[src/rtl/act_out_ni_reader.sv]
// Streams activations 0..act_num-1 from the activation RF to the NI, one packet per activation.
// Reads are retried until the read mux grants them; a small registered FIFO absorbs NI backpressure.
module act_out_ni_reader #(
    parameter int ADDR_W     = 4,
    parameter int ACT_W      = 16,
    parameter int FIFO_DEPTH = 3
) (
    input  logic              clk,
    input  logic              rst,
    input  logic              start,
    input  logic [ADDR_W:0]   act_num,
    output logic              busy,
    output logic              done,
    input  logic              comp_en_add,
    output logic              ni_read_rqst,
    output logic [ADDR_W-1:0] ni_read_addr,
    input  logic [ACT_W-1:0]  out_act_rdata,
    output logic              pkt_valid,
    output logic [ADDR_W-1:0] pkt_addr,
    output logic [ACT_W-1:0]  pkt_data,
    input  logic              pkt_ready
);
    // state | meaning
    // IDLE  | waiting for start
    // RUN   | issuing reads and draining packets
    // DONE  | one-cycle completion pulse
    typedef enum logic [1:0] {IDLE, RUN, DONE} state_t;

    localparam int CNT_W = $clog2(FIFO_DEPTH + 1);
    localparam int PTR_W = (FIFO_DEPTH > 1) ? $clog2(FIFO_DEPTH) : 1;

    state_t state, state_nxt;

    logic [ADDR_W:0]          act_num_q;
    logic [ADDR_W:0]          issued;
    logic                     inflight;
    logic [ADDR_W-1:0]        inflight_addr;
    logic [ADDR_W+ACT_W-1:0]  mem [FIFO_DEPTH];
    logic [PTR_W-1:0]         rd_ptr, wr_ptr;
    logic [CNT_W-1:0]         occ;

    logic empty, full, push, pop, grant, can_issue, run_done;

    function automatic logic [PTR_W-1:0] ptr_inc(input logic [PTR_W-1:0] p);
        return (p == PTR_W'(FIFO_DEPTH - 1)) ? '0 : p + PTR_W'(1);
    endfunction

    // Issue only depends on registers so the combinational read mux cannot form a loop.
    always_comb begin
        empty     = (occ == '0);
        full      = (occ == CNT_W'(FIFO_DEPTH));
        can_issue = (state == RUN) && (issued < act_num_q) &&
                    (({1'b0, occ} + (CNT_W+1)'(inflight)) < (CNT_W+1)'(FIFO_DEPTH));
        grant     = can_issue && !comp_en_add;
        push      = inflight;
        pop       = !empty && pkt_ready;
        run_done  = (issued == act_num_q) && !inflight && empty;
    end

    always_comb begin
        state_nxt = state;
        case (state)
            IDLE:    if (start) state_nxt = RUN;
            RUN:     if (run_done) state_nxt = DONE;
            DONE:    state_nxt = IDLE;
            default: state_nxt = IDLE;
        endcase
    end

    always_comb begin
        busy         = (state == RUN);
        done         = (state == DONE);
        ni_read_rqst = can_issue;
        ni_read_addr = can_issue ? issued[ADDR_W-1:0] : '0;
        pkt_valid    = !empty;
        {pkt_addr, pkt_data} = empty ? '0 : mem[rd_ptr];
    end

    always_ff @(posedge clk) begin
        if (rst) begin
            state         <= IDLE;
            act_num_q     <= '0;
            issued        <= '0;
            inflight      <= 1'b0;
            inflight_addr <= '0;
            rd_ptr        <= '0;
            wr_ptr        <= '0;
            occ           <= '0;
        end else begin
            state    <= state_nxt;
            inflight <= grant;
            if (state == IDLE && start) begin
                act_num_q <= act_num;
                issued    <= '0;
            end else if (grant) begin
                issued        <= issued + (ADDR_W+1)'(1);
                inflight_addr <= issued[ADDR_W-1:0];
            end
            if (push) begin
                mem[wr_ptr] <= {inflight_addr, out_act_rdata};
                wr_ptr      <= ptr_inc(wr_ptr);
            end
            if (pop) rd_ptr <= ptr_inc(rd_ptr);
            case ({push, pop})
                2'b10:   occ <= occ + CNT_W'(1);
                2'b01:   occ <= occ - CNT_W'(1);
                default: occ <= occ;
            endcase
        end
    end

    no_overflow: assert property (@(posedge clk) disable iff (rst) !(push && full && !pop));

endmodule

[config.mk]
export PLATFORM = sky130hd
export DESIGN_NAME = act_out_ni_reader
export DESIGN_NICKNAME = d
export VERILOG_FILES = /design/src/rtl/act_out_ni_reader.sv
export SDC_FILE = /design/constraint.sdc
export NUM_CORES = 1
export LEC_CHECK = 0
export ABC_AREA = 1
export CORE_MARGIN = 2
export CORE_UTILIZATION = 48
export CTS_CLUSTER_DIAMETER = 120
export DETAILED_ROUTE_END_ITERATION = 6
export PLACE_DENSITY_LB_ADDON = 0.15
export SLEW_MARGIN = 20
export SYNTH_ARGS = -nofsm -noshare
export SYNTH_HDL_FRONTEND = slang
export SYNTH_SLANG_ARGS = --single-unit
export TNS_END_PERCENT = 50
[constraint.sdc]
create_clock -name clk -period 7.6 [get_ports clk]
set_clock_uncertainty 0.2 [all_clocks]
set_input_delay 1.14 -clock clk [delete_from_list [all_inputs] [get_ports clk]]
set_output_delay 1.14 -clock clk [all_outputs]
set_load 0.03 [all_outputs]
==> results summary <==
The delay of the slowest critical-path stage came out at 690 ps. The number of antenna violations at the first check in global routing came out at 0. STA puts the critical path data arrival time at around 2600 ps. In this run the biggest area consumer among cell types represents approximately 49% of the synthesized area. The transition time at the pin with the least slew margin came out at just over 900 ps. The post-detailed-route DRC marker count is 0. The largest total area in the synthesized netlist belongs to sky130_fd_sc_hd__edfxtp_1. The share of total power in combinational logic came out at between 15 and 20%. The critical path in this run is classified as flip-flop to primary output. After synthesis the netlist holds a flip-flop and latch count of 85.

The number of setup buffers added after CTS came out at 0. The instance count of the mapped netlist came out at 344. The signed area change from the synthesized netlist to the final layout is 23.0%.

The share of the core filled with cells came out at between 60% and 70%. Traced cell by cell, the critical path runs through ha_1 > nand2_1 > nand2_1 > nand2_1 > inv_1 > nor2_1 > nand2_1 > nor2_1 > clkdlybuf4s50_1. The worst setup slack after layout is approximately 3600 ps. The pre-CTS setup slack is between 3000 and 4000 ps. The synthesized netlist occupies a cell area of between 0.003 and 0.004 mm2. The tool flagged a number of max-cap violations equal to 0. In this run, post-CTS repair resized a total of 0 instances. The width of the die came out at ~90 um. The capturing element type of the critical path is a primary output. The category of cells accounting for the largest share of critical-path delay is buffers and inverters. The violation count after the first detailed-route iteration is between 100 and 150. The fmax came out at 253 MHz. At the end of routability-driven placement, the weighted congestion stood at about 0.79. The number of cells on the worst reg-to-reg path is 9. Sequential elements use about 62% of the synthesized area. The clock-pin slew of the registers on the worst-case setup and hold paths came out at 80 ps.

The sequential group share of total power came out at roughly 51%. After detailed routing, the average wire length per cell comes to 13.0 um. The worst setup path is launched from a flip-flop. The detailed router placed about 2400 vias in this run.

The HPWL reported at the end of detailed placement is about 4.3 mm. The root buffer cell chosen for the clock tree is sky130_fd_sc_hd__clkbuf_8. The clock latency of the later-clocked register in the worst-skew pair is ~340 ps.

After clock tree synthesis, the flow added hold-fix buffers numbering 0. The number of iterations in the first detailed-routing pass is 4. The via count normalized by instance count came out at a little under 5. The total power density per cell area came out at approximately 220 mW/mm2. For this run, the post-layout net count is roughly 440. The flow ran to the end, and the final reports show no timing, DRC or antenna violations.

The static power due to leakage came out at between 1.5 and 2 nW. Summed over all layers, the global routing overflow is 0. The count of input and output buffers is 53. The average instance in the mapped netlist occupies approximately 11 um2. The number of logic stages on the critical path including buffering is 9. TritonCTS built the clock tree. The remaining number of nets flagged by the antenna check after routing is 0. The number of global-route vias before repair came out at about 2400. The die height is about 92 um. The number of placed cells counting well taps came out at between 400 and 500. TritonCTS created 9 clock buffers. The switching share of power came out at 25.6%. The ratio of final minimum period to clock period is between 50% and 60%. The accumulated negative setup slack came out at 0 ps. The required arrival time at the worst endpoint came out at approximately 6300 ps. The initial core utilization came out at about half. Setup repair after global routing left no endpoint under its margin. The worst-case IR drop observed on VDD is 0.0981 mV. The floorplan step defined a die boundary enclosing between 0.008 and 0.009 mm2. The shortest clock period the worst path allows after layout came out at 3960 ps. The total track usage came out at ~17%. The maximum fanout along the worst path came out at 9. Along the worst hold path, the cell count comes to 2. In the synthesized netlist, the cells that appear most often are 76 x sky130_fd_sc_hd__inv_1, 60 x sky130_fd_sc_hd__edfxtp_1, 31 x sky130_fd_sc_hd__nand2_1. Summing all multi-input logic gate instances after layout gives ~0.0011 mm2. The layout cell share with drive strength beyond 1 came out at about an eighth. The fraction of registers with async set/reset is 0%. Setup violations remaining at the end of the flow were counted as 0. The number of buffers and inverters on the critical path is 2.

The largest net degree at the start of global routing is between 40 and 50. The total length of routed wires came out at around 6.6 mm. The antenna diode count came out at 0. The placeable core region is 0.00761 mm2. The final-report max-slew violation count is 0.

The global-route wire length before repair came out at between 10 and 15 mm. Per report_power, the clock group accounts for around a third of the total. The total nets after synthesis came out at 379.

The tightest min-delay check is of the flip-flop to flip-flop type. Across the whole layout, storage elements account for roughly 0.0023 mm2. The non-filler instance count after layout came out at 507. The number of H-tree branching levels is 3.

The hold violation count in the final report came to 0. The number of placed I/O pins came out at 54. The synthesized design contains 60 enable-type register cells. Among all stages on the critical path, the largest delay is contributed by sky130_fd_sc_hd__clkdlybuf4s50_1. The number of inserted filler cells in the final layout came out at 625. The cell seen most often among critical-path stages is sky130_fd_sc_hd__nand2_1. The internal power of the cells totals ~0.76 mW. The floorplan has 32 rows. The worst max-slew margin expressed relative to the limit is between 30% and 40%. By area the synthesized netlist is led by sky130_fd_sc_hd__edfxtp_1 49%, sky130_fd_sc_hd__dfxtp_1 13%, sky130_fd_sc_hd__inv_1 7.7%.

The distinct cell type count of the synthesized netlist came out at 29. The sink count of the clock tree came out at 85. Across all hold checks on the routed design, the worst slack comes to around 270 ps. By instance count, the leading cell after synthesis is sky130_fd_sc_hd__inv_1. The total net switching power came out at 0.261 mW. In this run the deepest clock path goes through 2 buffers. During synthesis, Yosys emitted a total of 0 warnings. Among all flip-flop cells after synthesis, the most frequent one is sky130_fd_sc_hd__edfxtp_1.
## placed cells by master (no fill, tap or decap), drive strengths merged, types with 2 or more instances in the layout
| cell | count |
|---|---|
| nand3 | 5 |
| o21ai | 29 |
| buf | 3 |
| nand2 | 38 |
| ha | 9 |
| inv | 77 |
| nor2 | 24 |
| nand4 | 7 |
| clkinv | 3 |
| bufinv | 2 |
| clkbuf | 10 |
| nor3 | 3 |
| clkdlybuf4s50 | 53 |
| dfxtp | 25 |
| mux2 | 20 |
| a31o | 2 |
| edfxtp | 60 |
| a21oi | 30 |
## state kept, by name, summed over array words and instances (netlist names), named ones only
register,flops
inflight,1
mem,60
wr_ptr,2
occ,2
state,2
rd_ptr,2
issued,5
inflight_addr,4
act_num_q,5
## cell families (layout without fill, tap and decap cells)
family,count (synthesis),after routing,share of synthesized area (%)
xor+xnor,1,1,0.236
simple gates,77,77,9.81
fa+ha+maj,9,9,3.03
mux,20,20,6.07
flops,85,85,62.0
buf+inv,87,148,9.47
compound gates,65,65,9.37
## layer usage
layer / routed length, um / track usage (%)
met1: 3050 / 21.9
met2: 3160 / 27.9
met3: 327 / 4.60
met4: 54 / 5.60
met5: 0 / 0
## worst paths after layout
check | slack [ps] | start | to
worst min-delay path | 270 | act_num_q[0] | act_num_q[0]
worst min register to register | 270 | act_num_q[0] | act_num_q[0]
worst max-delay path | 3640 | issued[2] | ni_read_addr[3]
worst max register to register | 5300 | occ[0] | occ[1]
## power groups by stage
| stage | Combinational [mW] | Sequential (mW) | Clock (mW) |
|---|---|---|---|
| 4_1_cts | 0.161 | 0.520 | 0.349 |
| 2_1_floorplan | 0.107 | 0.525 | 0 |
| 6_report | 0.160 | 0.520 | 0.341 |
| 3_3_place_gp | 0.158 | 0.530 | 0 |
| 3_5_place_dp | 0.160 | 0.531 | 0 |
| 5_1_grt | 0.178 | 0.523 | 0.372 |
## metrics by stage
step / area [um2] / power, mW
floorplan: 3710 / 0.632
global placement: 4340 / 0.688
detailed placement: 4340 / 0.691
CTS: 4560 / 1.03
global route: 4570 / 1.07
finish: 4570 / 1.02
## tightest hold or removal path, stage by stage, from the launching register on
cell and delay (ps):
sky130_fd_sc_hd__dfxtp_1 340, sky130_fd_sc_hd__nand2_1 50, sky130_fd_sc_hd__o21ai_0 50
## final cells by class
class / count / share of cell area, %
clock buffers: 10 / 2.80
flip-flops and latches: 85 / 50.4
inverters: 76 / 6.25
repair buffers: 56 / 12.1
multi-input cells: 172 / 23.7
well taps: 102 / 2.80
clock inverters: 6 / 1.89
Note: power is estimated with default switching activity, not from simulation.
